## src/rtl/ofmap_pack_pkg.sv

```systemverilog
// Shared definitions for the output-feature-map packer and its psum buffer neighbour.
// Holds the controller state encoding, default datapath sizes and the requant clamp value.
package ofmap_pack_pkg;

    typedef enum logic [1:0] {
        ST_IDLE,
        ST_RUN,
        ST_FLUSH,
        ST_DONE
    } state_e;

    localparam int DATA_W_DEF     = 25;
    localparam int OUT_W_DEF      = 8;
    localparam int PACK_DEF       = 4;
    localparam int FIFO_DEPTH_DEF = 4;

    function automatic int sat_limit(input int width);
        return (1 << width) - 1;
    endfunction

    localparam int SAT_LIMIT = sat_limit(OUT_W_DEF);

endpackage

```

## src/rtl/ofmap_word_fifo.sv

```systemverilog
// Small synchronous FIFO holding packed output words with their addresses.
// A push while full is accepted only when a pop frees the head slot in the same cycle.
module ofmap_word_fifo #(
    parameter int WIDTH = 48,
    parameter int DEPTH = 4
) (
    input  logic             clk,
    input  logic             rst_n,
    input  logic             push,
    input  logic             pop,
    input  logic [WIDTH-1:0] wdata,
    output logic [WIDTH-1:0] rdata,
    output logic             full,
    output logic             empty
);
    localparam int PTR_W = (DEPTH > 1) ? $clog2(DEPTH) : 1;
    localparam int CNT_W = $clog2(DEPTH + 1);

    logic [WIDTH-1:0] mem [DEPTH];
    logic [PTR_W-1:0] wr_ptr;
    logic [PTR_W-1:0] rd_ptr;
    logic [CNT_W-1:0] count;
    logic             wr_en;
    logic             rd_en;

    function automatic logic [PTR_W-1:0] next_ptr(input logic [PTR_W-1:0] p);
        return (p == PTR_W'(DEPTH - 1)) ? '0 : p + 1'b1;
    endfunction

    assign full  = (count == CNT_W'(DEPTH));
    assign empty = (count == '0);
    assign wr_en = push && (!full || pop);
    assign rd_en = pop && !empty;
    assign rdata = mem[rd_ptr];

    always_ff @(posedge clk or negedge rst_n) begin
        if (!rst_n) begin
            wr_ptr <= '0;
            rd_ptr <= '0;
            count  <= '0;
            // NOTE: the storage is reset because the head entry drives out_data directly and must read as zero after reset; this is only affordable because the queue is a few entries deep.
            for (int i = 0; i < DEPTH; i++) mem[i] <= '0;
        end else begin
            if (wr_en) begin
                mem[wr_ptr] <= wdata;
                wr_ptr      <= next_ptr(wr_ptr);
            end
            if (rd_en) rd_ptr <= next_ptr(rd_ptr);
            case ({wr_en, rd_en})
                2'b10:   count <= count + 1'b1;
                2'b01:   count <= count - 1'b1;
                default: count <= count;
            endcase
        end
    end

endmodule

```

## src/rtl/ofmap_pack.sv

```systemverilog
// Requantizes ReLU'd partial sums to OUT_W-bit pixels and packs PACK of them per addressed word.
// Rows never share a word; a word leaves the lane register one cycle after its last pixel lands.
module ofmap_pack
    import ofmap_pack_pkg::*;
#(
    parameter int DATA_W     = DATA_W_DEF,
    parameter int OUT_W      = OUT_W_DEF,
    parameter int PACK       = PACK_DEF,
    parameter int FIFO_DEPTH = FIFO_DEPTH_DEF,
    parameter int ADDR_W     = 16
) (
    input  logic                  clk,
    input  logic                  rst_n,
    input  logic                  cfg_start,
    input  logic [4:0]            cfg_shift,
    input  logic [7:0]            cfg_row_len,
    input  logic [7:0]            cfg_rows,
    input  logic [ADDR_W-1:0]     cfg_base,
    input  logic [DATA_W-1:0]     in_data,
    input  logic                  in_valid,
    output logic [OUT_W*PACK-1:0] out_data,
    output logic [ADDR_W-1:0]     out_addr,
    output logic                  out_valid,
    input  logic                  out_ready,
    output logic                  busy,
    output logic                  done,
    output logic                  overflow
);
    localparam int WORD_W = OUT_W * PACK;
    localparam int IDX_W  = (PACK > 1) ? $clog2(PACK) : 1;
    localparam logic [DATA_W:0] SAT = (DATA_W + 1)'(sat_limit(OUT_W));

    state_e            state;
    logic [4:0]        shift_r;
    logic [7:0]        row_len_r;
    logic [7:0]        rows_r;
    logic [7:0]        pix_cnt;
    logic [7:0]        row_cnt;
    logic [ADDR_W-1:0] addr;

    logic [OUT_W-1:0]  q_reg;
    logic              q_valid;
    logic              q_last;
    logic [WORD_W-1:0] lanes, lanes_nx;
    logic [IDX_W-1:0]  lane_idx, idx_nx;
    logic              word_rdy, rdy_nx;

    logic sample, last_pix, last_row, lanes_empty;
    logic fifo_full, fifo_empty, pop;
    logic [ADDR_W+WORD_W-1:0] fifo_rdata;

    function automatic logic [OUT_W-1:0] requant(input logic [DATA_W-1:0] d, input logic [4:0] sh);
        logic [DATA_W:0] rnd;
        logic [DATA_W:0] sum;
        rnd = (sh != 5'd0) ? ((DATA_W + 1)'(1) << (sh - 5'd1)) : '0;
        sum = ({1'b0, d} + rnd) >> sh;
        return (sum > SAT) ? SAT[OUT_W-1:0] : sum[OUT_W-1:0];
    endfunction

    assign sample      = (state == ST_RUN) && in_valid;
    assign last_pix    = (pix_cnt == row_len_r - 8'd1);
    assign last_row    = (row_cnt == rows_r - 8'd1);
    assign lanes_empty = !q_valid && !word_rdy && (lane_idx == '0);
    assign pop         = out_valid && out_ready;

    always_ff @(posedge clk or negedge rst_n) begin
        if (!rst_n) begin
            state     <= ST_IDLE;
            busy      <= 1'b0;
            done      <= 1'b0;
            overflow  <= 1'b0;
            shift_r   <= '0;
            row_len_r <= '0;
            rows_r    <= '0;
            pix_cnt   <= '0;
            row_cnt   <= '0;
            addr      <= '0;
        end else begin
            // NOTE: non-blocking assignments let the job-start branch below override these common updates, since the last scheduled write wins.
            if (word_rdy) addr <= addr + 1'b1;
            if (word_rdy && fifo_full && !pop) overflow <= 1'b1;
            case (state)
                ST_IDLE: if (cfg_start) begin
                    state     <= ST_RUN;
                    busy      <= 1'b1;
                    shift_r   <= cfg_shift;
                    row_len_r <= cfg_row_len;
                    rows_r    <= cfg_rows;
                    pix_cnt   <= '0;
                    row_cnt   <= '0;
                    addr      <= cfg_base;
                    overflow  <= 1'b0;
                end
                ST_RUN: if (sample) begin
                    if (last_pix) begin
                        pix_cnt <= '0;
                        row_cnt <= row_cnt + 8'd1;
                        if (last_row) state <= ST_FLUSH;
                    end else begin
                        pix_cnt <= pix_cnt + 8'd1;
                    end
                end
                ST_FLUSH: if (fifo_empty && lanes_empty) begin
                    state <= ST_DONE;
                    busy  <= 1'b0;
                    done  <= 1'b1;
                end
                ST_DONE: begin
                    state <= ST_IDLE;
                    done  <= 1'b0;
                end
                default: state <= ST_IDLE;
            endcase
        end
    end

    // A finished word sits in the lane register for one cycle while the next row/word starts fresh.
    always_comb begin
        // NOTE: every output of this block gets a default first so no path leaves it unassigned and infers a latch.
        lanes_nx = word_rdy ? '0 : lanes;
        idx_nx   = lane_idx;
        rdy_nx   = 1'b0;
        if (q_valid) begin
            lanes_nx[int'(lane_idx)*OUT_W +: OUT_W] = q_reg;
            rdy_nx = q_last || (lane_idx == IDX_W'(PACK - 1));
            idx_nx = rdy_nx ? '0 : lane_idx + 1'b1;
        end
    end

    always_ff @(posedge clk or negedge rst_n) begin
        if (!rst_n) begin
            q_reg    <= '0;
            q_valid  <= 1'b0;
            q_last   <= 1'b0;
            lanes    <= '0;
            lane_idx <= '0;
            word_rdy <= 1'b0;
        end else begin
            q_reg    <= requant(in_data, shift_r);
            q_valid  <= sample;
            q_last   <= last_pix;
            lanes    <= lanes_nx;
            lane_idx <= idx_nx;
            word_rdy <= rdy_nx;
        end
    end

    ofmap_word_fifo #(
        .WIDTH(ADDR_W + WORD_W),
        .DEPTH(FIFO_DEPTH)
    ) u_fifo (
        .clk  (clk),
        .rst_n(rst_n),
        .push (word_rdy),
        .pop  (pop),
        .wdata({addr, lanes}),
        .rdata(fifo_rdata),
        .full (fifo_full),
        .empty(fifo_empty)
    );

    assign out_valid = !fifo_empty;
    assign out_data  = fifo_rdata[WORD_W-1:0];
    assign out_addr  = fifo_rdata[ADDR_W+WORD_W-1:WORD_W];

endmodule

```

## config.mk

```make
export PLATFORM = sky130hd
export DESIGN_NAME = ofmap_pack
export DESIGN_NICKNAME = d
export VERILOG_FILES = /design/src/rtl/ofmap_pack_pkg.sv /design/src/rtl/ofmap_word_fifo.sv /design/src/rtl/ofmap_pack.sv
export SDC_FILE = /design/constraint.sdc
export NUM_CORES = 1
export LEC_CHECK = 0
export CORE_MARGIN = 10
export CORE_UTILIZATION = 27
export CTS_BUF_LIST = sky130_fd_sc_hd__clkbuf_2
export DETAILED_ROUTE_END_ITERATION = 8
export GPL_TIMING_DRIVEN = 1
export PLACE_DENSITY = 0.48
export SLEW_MARGIN = 40
export SYNTH_ARGS = -nofsm -noshare
export SYNTH_HDL_FRONTEND = slang
export SYNTH_SLANG_ARGS = --single-unit
export TNS_END_PERCENT = 20
```

## constraint.sdc

```tcl
create_clock -name clk -period 5.1 [get_ports clk]
set_clock_uncertainty 0.1 [all_clocks]
set_input_delay 0.765 -clock clk [delete_from_list [all_inputs] [get_ports clk]]
set_output_delay 0.765 -clock clk [all_outputs]
set_load 0.01 [all_outputs]
```

Word level (Yosys, flattened, before mapping)
Cells that the tools add are included.
{"block": "op_classes", "shift": 4, "n_eq_ne": 16, "muxes": 40, "n_mul": 0, "div_mod_pow": 0, "order_cmp": 4, "bitwise": 2, "reduce_logical": 31, "addsub": 13}
{"cell": "192-bit bitwise mux", "n": 1}
{"cell": "48-bit two-way mux", "n": 3}
{"cell": "48-bit binary-select mux with 2-bit select", "n": 1}
{"cell": "48-bit demux with 2-bit select", "n": 1}
{"cell": "32-bit two-way mux", "n": 2}
{"cell": "16-bit two-way mux", "n": 3}
{"cell": "8-bit two-way mux", "n": 6}
{"cell": "5-bit negation with 33-bit output", "n": 1}
{"cell": "8-bit by 33-bit variable shift with 32-bit output (first input constant)", "n": 1}
{"cell": "8-bit by 33-bit indexed part select with 32-bit output", "n": 1}
{"cell": "32-bit bitwise mux", "n": 1}
{"cell": "8-bit case mux with 2 select lines", "n": 2}
{"cell": "25-bit by 26-bit adder with 26-bit output", "n": 1}
{"cell": "26-bit by 8-bit > comparator with 1-bit output (second input constant)", "n": 1}
{"cell": "26-bit two-way mux", "n": 1}
{"cell": "1-bit by 5-bit left shift with 26-bit output (first input constant)", "n": 1}
{"cell": "26-bit by 5-bit right shift with 26-bit output", "n": 1}
{"cell": "16-bit by 1-bit adder with 16-bit output (second input constant)", "n": 1}
{"cell": "8-bit by 1-bit adder with 8-bit output (second input constant)", "n": 2}
{"cell": "8-bit == test", "n": 2}
{"cell": "2-bit two-way mux", "n": 8}
{"cell": "8-bit by 1-bit subtractor with 8-bit output (second input constant)", "n": 2}
{"cell": "2-bit == test (second input constant)", "n": 6}
{"cell": "1-bit logical AND", "n": 10}
{"cell": "24 further kinds", "n": 51}
{"block": "totals", "romBits": 0, "latch_bits": 0, "elab_cells": 133, "output_inout_bits": 52, "in_bits": 67, "mem_count": 0, "ff_bits": 302, "ramBits": 0}

Longest topological paths before layout
Gate-level depths: netlist (run 1).
{"block": "depth", "ltp_word": 8, "depth_mapped": 19, "depth_no_buf": 17}

Modules after synthesis
From an unflattened synthesis (run 1), not the netlist that was laid out.
{"block": "hier_totals", "hier_cells": 1450, "hier_area_um2": 17176.5}
{"mod": "ofmap_word_fifo", "cells_each": 507, "seq_area_each_um2": 4979.8, "area_each_um2": 9044.9, "n_inst": 1}
{"mod": "ofmap_pack", "cells_each": 943, "seq_area_each_um2": 2577.5, "area_each_um2": 8131.5, "n_inst": 1}

Worst setup path after synthesis (run 1)
OpenSTA, ideal clock, no wires.
{"block": "synth_timing", "kind": "register to register", "from": "reg shift_r[1]", "to": "reg q_reg[7]", "setup_time_ps": 126, "path_slack_ps": 449, "synth_period_minus_slack_ps": 4651, "arrival_ps": 4424, "path_stages_with_launch": 20, "t_required_ps": 4874, "n_path_buf": 2, "cell_sequence": "dfrtp_1 > clkinv_1 > buf_1 > nand2_1 > clkbuf_8 > nor3_1 > ha_1 > fa_1 > a211oi_2 > o21ai_1 > a21oi_4 > o21ai_2 > a311oi_4 > mux2i_1 > a2111oi_0 > a311oi_1 > o2111ai_1 > a2111oi_2 > a21oi_2 > a311o_1"}
{"block": "synth_between", "elab_chain_cells": 7, "elab_cells_between_ends": 8, "cone_classes": "add/sub (2); order compare (1); shift (2); mux (2); reduce/logical (1)"}
{"item": "from (decl)", "line_no": "ofmap_pack.sv:34", "text": "logic [4:0] shift_r;"}
{"item": "from (signal assigned)", "line_no": "ofmap_pack.sv:86", "text": "shift_r <= cfg_shift;"}
{"item": "5-bit by 1-bit subtractor with 5-bit output", "line_no": "ofmap_pack.sv:55", "text": "rnd = (sh != 5'd0) ? ((DATA_W + 1)'(1) << (sh - 5'd1)) : '0;"}
{"item": "1-bit by 5-bit left shift with 26-bit output", "line_no": "ofmap_pack.sv:55"}
{"item": "26-bit two-way mux", "line_no": "ofmap_pack.sv:55"}
{"item": "25-bit by 26-bit adder with 26-bit output", "line_no": "ofmap_pack.sv:56", "text": "sum = ({1'b0, d} + rnd) >> sh;"}
{"item": "26-bit by 5-bit right shift with 26-bit output (*)", "line_no": "ofmap_pack.sv:56"}
{"item": "26-bit by 8-bit > comparator with 1-bit output", "line_no": "ofmap_pack.sv:57", "text": "return (sum > SAT) ? SAT[OUT_W-1:0] : sum[OUT_W-1:0];"}
{"item": "8-bit two-way mux (*)", "line_no": "ofmap_pack.sv:57"}
{"item": "to (signal assigned)", "line_no": "ofmap_pack.sv:139", "text": "q_reg <= requant(in_data, shift_r);"}
{"item": "to (decl)", "line_no": "ofmap_pack.sv:41", "text": "logic [OUT_W-1:0] q_reg;"}
Every way passes the cells marked *; elsewhere a longest branch is shown, timed or not.
A chain may end at the register's enable or synchronous reset.

Worst setup path after layout (run 1)
{"block": "layout_timing", "from": "reg shift_r[2]", "to": "reg q_reg[2]"}
The elaborated chain is that of the path after synthesis.

==> results of run 1 <==
==> layout by cell type (no fill, tap or decap), drive strengths merged, types with 7 or more instances in the layout <==
| cell | instances |
|---|---|
| nand2 | 80 |
| o22ai | 10 |
| nor2 | 100 |
| clkbuf | 115 |
| xnor2 | 28 |
| xor2 | 42 |
| ha | 46 |
| nor3 | 17 |
| clkinv | 25 |
| o21ai | 45 |
| nand4 | 21 |
| and2 | 9 |
| clkdlybuf4s50 | 117 |
| mux2 | 218 |
| a22o | 33 |
| dfrtp | 302 |
| or3 | 7 |
| nand3 | 19 |
| buf | 52 |
| a211oi | 13 |
| mux4 | 55 |
| and3 | 9 |
| a21oi | 70 |
| mux2i | 25 |
| and4 | 9 |
| a21o | 8 |
| inv | 33 |
| o21a | 10 |
| o211ai | 12 |
==> critical path, cell delays in order (launching register included) <==
cell	delay [ns]
dfrtp_1	0.44
inv_2	0.24
buf_4	0.24
nor2_1	0.07
nand2_1	0.20
nor2_1	0.09
ha_1	0.40
a21o_1	0.26
a21oi_1	0.19
o22ai_1	0.13
a311oi_4	0.35
mux2i_1	0.28
a2111oi_0	0.10
a311oi_1	0.33
o2111ai_1	0.28
a2111oi_4	0.45
a21oi_2	0.15
a221o_1	0.29
==> report_power, final <==
group	switching, µW	internal [µW]	total (µW)
Clock	1020	759	1770
Sequential	785	3060	3840
Combinational	2240	2200	4440
==> final cells by class <==
type	count	share of cell area (%)
Multi-Input combinational cell	965	43.2
Sequential cell	302	38.6
Tap cell	782	5.00
Timing Repair Buffer	170	8.55
Clock inverter	31	1.01
Inverter	31	0.613
Clock buffer	115	2.94
Antenna cell	1	0.0128
==> stage by stage <==
step	worst slack, ns	std cells	setup TNS, ns
after floorplan	0.449	1379	0
after global placement	-0.0362	2246	-0.124
after detailed placement	-0.181	2247	-0.886
after CTS	0.147	2394	0
after global routing	0.00428	2397	0
final	0.319	2397	0
==> repair_timing <==
action	in CTS	in global routing
endpoints found under the setup margin	0	8
hold buffers	1	0
gates resized for setup	0	6
buffers inserted	0	1
endpoints found under the hold margin	105	0
==> how the worst min path moves through the flow <==
stage	start	end	slack (ns)	depth (start not counted)
2_1_floorplan	u_fifo.mem[90]$_DFFE_PN0P_	u_fifo.mem[90]$_DFFE_PN0P_	0.34	2
3_3_place_gp	u_fifo.mem[42]$_DFFE_PN0P_	u_fifo.mem[42]$_DFFE_PN0P_	0.36	2
3_5_place_dp	u_fifo.mem[90]$_DFFE_PN0P_	u_fifo.mem[90]$_DFFE_PN0P_	0.37	2
4_1_cts	cfg_base[7]	addr[7]$_DFF_PN0_	0.11	3
5_1_grt	rst_n	u_fifo.mem[67]$_DFFE_PN0P_	0.08	2
6_report	rst_n	u_fifo.mem[19]$_DFFE_PN0P_	0.17	2
==> metal layers <==
layer	global-route usage [%]	wire, µm	vias to the layer above
met4	5.36	1200	0
li1	-	-	5495
met3	2.18	1770	75
met1	16.1	20300	5972
met5	0	0	-
met2	20.4	21200	261
==> logic make-up after synthesis <==
family          Yosys count  synth area share (%)
compound gates          248                  10.8
xor+xnor                 70                  3.76
fa+ha+maj                48                  3.73
buf+inv                 112                  3.24
flops                   302                  45.8
mux                     298                  24.0
simple gates            301                  8.70
==> results.md, run 1 <==
* Final hold slack at 0.168 ns
* Syn-to-layout area delta at 18.6%
* Crit path DAT at between 5 and 6 ns
* Initial core utilization at 27.3%
* LEAKAGE at roughly 0.009 µW
* Via Count at between 10k and 15k
* CTS root buf: clkbuf_2
* Post-route cell area at about 20000 µm²
* Final Core Density at 32.4%
* Synth top area share at 45.8%
* Biggest register: u_fifo.mem
* Pwr dens at around 500 nW/µm²
* Initial antenna violation count at 1
* Register Area at 7560 µm²
* GPL Wtd Cong at 0.883
* Number of global-route vias before repair at 12.6k
* DR iter-0 viols at approximately 630
* HP Class: in2async
* Total track usage at 12.5%
* Top post-synthesis cells by count: dfrtp_1, mux2_2, nor2_1, nand2_1, a21oi_1
* Top flop regs: u_fifo.mem (192), lanes (32), addr (16)
* Maximum clock rate at around 0.21 GHz
* Avg WL per Cell at between 15 and 20 µm
* Crit Path Class: reg2reg
* Unrepaired setup endpoints after global routing: no
* Number of fillers in the final layout at 6084
* Final period utilization at 93.7%
* Seq cells post-synth at about 300
* Total Power at ~10000 µW
* Final Max Slew Viols at 0
* First-pass DRT Iterations at 5
* Max_cap viols at 0
* Primary FF master, synth: dfrtp_1
* Synthesized Nets at around 1.5k
* Slew Limit Headroom at a little under half
* Port Buf Inserts at between 100 and 150
* Clk sinks at slightly above 300
* Worst Max-Slew Pin Slew at roughly 0.8 ns
* Tmin final at ~4.8 ns
* CTS tree: yes
* Die height at about 270 µm
* R2R Setup Slk at roughly 0.32 ns
* Nets at 1666
* Number of setup violations in the final report at 0
* Cell taking the most area after synthesis: dfrtp_1
* CP Capture Type: register
* H-tree depth at 3
* DR vias/cell at 4.92
* Peak supply drop at between 0.15 and 0.2 mV
* Final WL at 44500 µm
* Most common cell in the synthesized netlist: dfrtp_1
* Critical Path RT at around 5.8 ns
* Post-DP HPWL at between 30000 and 40000 µm
* DRC at 0
* Startpoint Class: register
* Core area at approximately 60000 µm²
* Worst r2r path cells at 17
* Final hold vios at 0
* Number of I/O pins at approximately 120
* Reg2reg end: q_reg[2]$_DFF_PN0_
* Synth Instances at 1379
* CTS max path bufs at 3
* CTS clock-pin slew for the worst setup and hold paths at 0.09 ns
* Multi-input logic area at roughly 8500 µm²
* Reg-to-Reg Start: shift_r[2]$_DFFE_PN0P_
* Worst Setup EP: q_reg[2]$_DFF_PN0_
* Syn_area_per_cell at around 12 µm²
* Sequential element share of the synthesized area at between 40 and 50%
* Ys Warns at 0
* DIE WIDTH at between 200 and 300 µm
* Clock latency on the worst-skew pair at slightly below 1 ns
* Synth top area cells: dfrtp_1, mux2_2, mux4_2
* Antenna viol nets, final at 0
* Max reg flops at between 150 and 200
* Post-synth EDFFs at 0
* Layout cell share with drive strength beyond 1 at between 30% and 40%
* Yosys cell types at 85
* First-pass GRT wire length at between 70000 and 80000 µm
* Syn Std Cell Area at ~17000 µm²
* Async S/R FF share, synth at 100%
* Setup crit start: shift_r[2]$_DFFE_PN0P_
* Site row count at 90
* TritonCTS Buffers at just over 80
* Grt total ovfl at 0
* Placed Area at about 19000 µm²
* CP Max Fanout at 12
* Die ar. at about 71000 µm²
* Largest net degree at the start of global routing at 111
* Status: finished clean
Note: power is estimated with default switching activity, not from simulation.
==> inputs of run 2 (changes only) <==
--- a/config.mk
+++ b/config.mk
@@ -5,7 +5,7 @@
 export SDC_FILE = /design/constraint.sdc
 export NUM_CORES = 1
 export LEC_CHECK = 0
-export CORE_MARGIN = 10
+export CORE_ASPECT_RATIO = 0.6
 export CORE_UTILIZATION = 27
 export CTS_BUF_LIST = sky130_fd_sc_hd__clkbuf_2
 export DETAILED_ROUTE_END_ITERATION = 8
==> run 2 against run 1 <==
Compared with the run above:
- largest power group unchanged
- final cell count is 0.88% higher
- wire length is 6.3% higher
- non-clock buffer count grew 6
- fmax down 1.2%
- critical path type unchanged
- clock power decreased by 6%
- utilization up 0.36 points
- critical endpoint is now q_reg[7]$_DFF_PN0_
- die area decreased by 13%
==> results.md, run 2 (synthesis results as in run 1) <==
* Reg-to-Reg Start: shift_r[3]$_DFFE_PN0P_
* Worst Setup EP: q_reg[7]$_DFF_PN0_
* Nets at about 1.7k
* Final Core Density at about a third
* DR vias/cell at approximately 4.9
* Site row count at between 60 and 70
* Total track usage at roughly 15%
* Max reg flops at ~190
* Clk sinks at slightly above 300
* DRC at 0
* Most frequent cells in the layout: dfrtp_1, mux2_2, clkdlybuf4s50_1
* Slew Limit Headroom at between 40% and 50%
* Worst path bufs/invs at 2
* Clock latency on the worst-skew pair at around 0.97 ns
* CTS clock-pin slew for the worst setup and hold paths at ~0.15 ns
* HP Class: in2async
* Pwr dens at 519 nW/µm²
* Critical Path RT at around 5.8 ns
* Startpoint Class: register
* Core area at 59800 µm²
* Antenna viol nets, final at 0
* Number of I/O pins at between 100 and 150
* Initial antenna violation count at 3
* LEAKAGE at roughly 0.0088 µW
* Avg WL per Cell at between 15 and 20 µm
* Syn-to-layout area delta at 18.6%
* Unrepaired setup endpoints after global routing: no
* Status: finished clean
* Final WL at about 47000 µm
* Layout cell share with drive strength beyond 1 at 31.0%
* Crit Path Class: reg2reg
* Final hold vios at 0
* CP max stage delay at 0.49 ns
* Final period utilization at 94.9%
* Most common cell after layout, fill and taps aside: dfrtp_1
* Port Buf Inserts at ~120
* Die height at between 150 and 200 µm
* Largest net degree at the start of global routing at roughly 110
* First-pass DRT Iterations at 6
* First-pass GRT wire length at 74400 µm
* Crit path max-delay family: compound AO/OA/AOI/OAI gates
* Post-DP HPWL at around 32000 µm
* Reg2reg end: q_reg[7]$_DFF_PN0_
* Number of setup violations in the final report at 0
* H-tree depth at 3
* Critical-path top delay cell: dfrtp_1
* CP Capture Type: register
* CP Max Fanout at 10
* Peak supply drop at roughly 0.23 mV
* Final hold slack at between 0.2 and 0.25 ns
* Via Count at 11.9k
* WP depth at 18
* Maximum clock rate at about 0.21 GHz
* DR iter-0 viols at 820
* Worst Max-Slew Pin Slew at around 0.79 ns
* DIE WIDTH at roughly 320 µm
* Biggest register: u_fifo.mem
* R2R Setup Slk at ~0.26 ns
* Top flop regs: u_fifo.mem (192), lanes (32), addr (16)
* Final Max Slew Viols at 0
* Die ar. at between 60000 and 70000 µm²
* Worst r2r path cells at 18
* Setup crit start: shift_r[3]$_DFFE_PN0P_
* CTS root buf: clkbuf_2
* Max_cap viols at 0
* Initial core utilization at 27.6%
* TritonCTS Buffers at slightly below 80
* CTS max path bufs at 3
* Crit path DAT at 5.49 ns
* Tmin final at approximately 4.8 ns
* Number of global-route vias before repair at between 10k and 15k
* Grt total ovfl at 0
* Fin Setup TNS at 0 ns
* GPL Wtd Cong at 0.889
* CTS tree: yes
* Crit path cell chain: buf_4 > nand2_1 > or2_2 > nor2_1 > ha_1 > buf_4 > and4_1 > and4_1 > a32o_1 > nor2_1 > xnor2_1 > mux2_2 > a211oi_2 > mux2_2 > nand4_1 > a2111oi_4 > a21oi_2 > a311o_1
## run 2: changes by cell type in the layout (fill, tap and decap cells not counted), sizes merged
cell and change:
clkbuf -7, clkinv -7, buf +6, inv -3, bufinv -2
## run 2: worst reg2reg max path, delay by kind of cell (launching register included)
family	cells	cell delay (ns)
compound gates	5	1.42
xor+xnor	1	0.16
fa+ha+maj	1	0.24
buf+inv	2	0.40
flops	1	0.49
mux	2	0.55
simple gates	7	1.34
## run 2: what timing repair did
action / CTS / global route
endpoints found under the setup margin: 0 / 7
hold buffers: 1 / 0
gates resized for setup: 0 / 7
buffers inserted: 0 / 4
hold endpoints to repair: 75 / 0
## run 2: worst min path at each step
stage | to | depth (start not counted) | slack, ns
floorplan | u_fifo.mem[90]$_DFFE_PN0P_ | 2 | 0.34
global placement | u_fifo.mem[90]$_DFFE_PN0P_ | 2 | 0.36
detailed placement | u_fifo.count[2]$_DFFE_PN0P_ | 1 | 0.38
CTS | pix_cnt[7]$_DFFE_PN0P_ | 2 | 0.08
global route | row_cnt[6]$_DFFE_PN0P_ | 2 | 0.10
finish | row_len_r[3]$_DFFE_PN0P_ | 2 | 0.20
## run 2: metal layers
metal / GRT usage (%) / up-vias / wire [µm]
li1: - / 5470 / -
met1: 23.9 / 6039 / 24800
met2: 20.7 / 313 / 18700
met3: 4.45 / 73 / 2910
met4: 3.88 / 2 / 805
met5: 0 / - / 13
## run 2: area by class of cell
cell class | count | area [µm²]
diodes | 1 | 2.50
clock buffers | 108 | 541
clock inverters | 19 | 118
fillers | 6013 | 40200
inverters | 31 | 116
multi-input cells | 965 | 8540
flip-flops and latches | 302 | 7560
well taps | 816 | 1020
repair buffers | 176 | 1680
## run 2: report_power, final
part | switching, µW | internal (µW) | total (µW)
Clock | 1050 | 618 | 1670
Sequential | 752 | 3060 | 3810
Combinational | 2460 | 2230 | 4690
## run 2: per-stage QoR
| step | power [µW] | worst slack [ns] | area, µm² | instances |
|---|---|---|---|---|
| 3_3_place_gp | 8370 | 0.112 | 18700 | 2283 |
| 4_1_cts | 10200 | 0.170 | 19500 | 2413 |
| 3_5_place_dp | 8450 | 0.0473 | 18800 | 2285 |
| 6_report | 10200 | 0.259 | 19600 | 2418 |
| 5_1_grt | 10900 | 0.00251 | 19600 | 2418 |
| 2_1_floorplan | 6700 | 0.449 | 16500 | 1379 |
==> inputs of run 3 (changes only) <==
--- a/config.mk
+++ b/config.mk
@@ -11,6 +11,7 @@
 export DETAILED_ROUTE_END_ITERATION = 8
 export GPL_TIMING_DRIVEN = 1
 export PLACE_DENSITY = 0.48
+export SKIP_LAST_GASP = 1
 export SLEW_MARGIN = 40
 export SYNTH_ARGS = -nofsm -noshare
 export SYNTH_HDL_FRONTEND = slang
==> constraint.sdc (replaced) <==
create_clock -name clk -period 4.55 [get_ports clk]
set_clock_uncertainty 0.1 [all_clocks]
set_input_delay 0.6825 -clock clk [delete_from_list [all_inputs] [get_ports clk]]
set_output_delay 0.6825 -clock clk [all_outputs]
set_load 0.01 [all_outputs]
==> run 3 against run 2 <==
Compared with the run above:
- sequential cell count unchanged
- critical path type unchanged
- sequential share of layout area decreased by 2.7 points
- critical path depth increased by 1
- utilization increased by 2.5 points
- the run now ends with setup timing left
- register-to-register slack got worse by 0.29 ns
- combinational power increased by 29%
- sequential power increased by 12%
- largest cell class unchanged
- setup slack got worse by 0.29 ns
- cell area increased by 7.6%
- total power increased by 20%
==> results.md, run 3 (synthesis results as in run 1) <==
* Most frequent cells in the layout: dfrtp_1, mux2_2, buf_4
* Antenna viol nets, final at 0
* DR iter-0 viols at between 600 and 700
* Post-DP HPWL at 33500 µm
* Syn-to-layout area delta at 27.6%
* Status: finished, violations left
* Crit path DAT at around 5.3 ns
* Register Area at 7570 µm²
* Nets at 1802
* CTS clock-pin slew for the worst setup and hold paths at 0.10 ns
* Grt total ovfl at 0
* Via Count at 12.3k
* GPL Wtd Cong at roughly 0.89
* Clock latency on the worst-skew pair at between 0.9 and 1 ns
* Die height at ~190 µm
* Failing checks: setup timing
* CTS tree: yes
* Site row count at between 60 and 70
* Total track usage at between 15 and 20%
* Initial antenna violation count at 2
* First-pass GRT wire length at between 70000 and 80000 µm
* Maximum clock rate at 0.218 GHz
* Critical Path RT at ~5.3 ns
* Unrepaired setup endpoints after global routing: yes
* LEAKAGE at around 0.0096 µW
* DP Worst Slack at -0.505 ns
* Number of I/O pins at between 100 and 150
* Initial core utilization at 27.6%
* Number of setup violations in the final report at 3
* Multi-input logic area at around 9000 µm²
* DR vias/cell at a little under 5
* Hold Crit Depth at 3
* H-tree depth at 3
* Pwr dens at a little under 600 nW/µm²
* Final hold slack at about 0.19 ns
* CP Max Fanout at 6
* CTS max path bufs at 3
* Core area at about 60000 µm²
* Most common cell after layout, fill and taps aside: dfrtp_1
* Setup slack after layout at -0.0277 ns
* Startpoint Class: register
* Tmin final at ~4.6 ns
* Top flop regs: u_fifo.mem (192), lanes (32), addr (16)
* Post-route cell area at about 21000 µm²
* Worst r2r path cells at 19
* Max_cap viols at 0
* DRC at 0
* Worst Max-Slew Pin Slew at between 0.7 and 0.8 ns
* Largest net degree at the start of global routing at 96
* Avg WL per Cell at between 15 and 20 µm
* CP Capture Type: register
* CTS root buf: clkbuf_2
* Clk sinks at approximately 300
* DIE WIDTH at 321 µm
* Layout cell share with drive strength beyond 1 at 39.8%
* Final WL at between 40000 and 50000 µm
* HP Class: in2reg
* Final Max Slew Viols at 0
* Max reg flops at ~190
* Die ar. at about 62000 µm²
* Crit Path Class: reg2reg
* Final period utilization at 101%
* Peak supply drop at about 0.23 mV
* Slew Limit Headroom at roughly 48%
* Placed Area at between 15000 and 20000 µm²
* Port Buf Inserts at between 100 and 150
* Number of fillers in the final layout at roughly 5.9k
* TritonCTS Buffers at just under 80
* First-pass DRT Iterations at 5
* Biggest register: u_fifo.mem
* Number of global-route vias before repair at 12.8k
* Final hold vios at 0
[run 3: cell count changes in the layout (fill, tap and decap cells not counted), moves of 9 or more]
cell / previous run / this run
nor2_1: 100 / 91
buf_6: 0 / 10
a21oi_1: 64 / 55
buf_4: 53 / 172
nand2_2: 1 / 10
[run 3: area by class of cell]
| class | instances | share of cell area [%] |
|---|---|---|
| well taps | 816 | 4.85 |
| multi-input cells | 965 | 42.3 |
| repair buffers | 310 | 13.2 |
| diodes | 4 | 0.0475 |
| flip-flops and latches | 302 | 35.9 |
| clock buffers | 107 | 2.54 |
| inverters | 31 | 0.558 |
| clock inverters | 15 | 0.683 |
[run 3: power by group]
| group | internal, µW | switching (µW) |
|---|---|---|
| clock network | 790 | 1120 |
| logic | 3070 | 2970 |
| registers | 3430 | 836 |
| total | 7290 | 4930 |
[run 3: worst paths after layout]
check                                       startpoint                     endpoint  slack (ns)
max                             shift_r[2]$_DFFE_PN0P_           q_reg[3]$_DFF_PN0_       -0.03
min                                       cfg_base[13]           addr[13]$_DFF_PN0_        0.19
max reg2reg                     shift_r[2]$_DFFE_PN0P_           q_reg[3]$_DFF_PN0_       -0.03
min reg2reg                u_fifo.count[2]$_DFFE_PN0P_  u_fifo.count[2]$_DFFE_PN0P_        0.38
max in group asynchronous                        rst_n            addr[1]$_DFF_PN0_        2.52
min in group asynchronous                        rst_n       pix_cnt[7]$_DFFE_PN0P_        0.60
[run 3: worst max-delay path: stages, from the launching register on]
cell,delay [ns]
dfrtp_1,0.45
inv_2,0.11
or3_4,0.46
nor2_4,0.16
ha_4,0.17
o21ai_1,0.08
a211oi_2,0.24
a21oi_2,0.08
buf_4,0.16
buf_4,0.13
buf_4,0.13
o21bai_1,0.17
o311ai_2,0.15
mux2_4,0.32
a211oi_4,0.23
o32a_1,0.24
nand4_1,0.17
a2111oi_4,0.40
a21oi_2,0.16
a221o_1,0.29
[run 3: metal layers]
layer  vias to the layer above  track usage [%]  wire [µm]
li1                       5745                -          -
met1                      6203             24.0      25100
met2                       268             21.0      19100
met3                        55             4.91       2970
met4                         0             3.76        559
met5                         -                0          0
[run 3: what timing repair did]
action / 4_1_cts / 5_1_grt
gates resized for setup: 53 / 66
buffers inserted: 8 / 22
hold buffers: 1 / 1
pin swaps: 25 / 45
hold endpoints to repair: 92 / 3
setup endpoints to repair: 8 / 8
[run 3: stage by stage]
stage	power [µW]	instances	TNS, ns	utilization (%)
after floorplan	7520	1379	0	-
after global placement	9820	2391	-3.13	32.7
after detailed placement	9890	2392	-3.66	32.8
after CTS	12100	2522	-0.0667	34.4
after global routing	13200	2550	-1.18	35.2
final	12200	2550	-0.0673	35.2
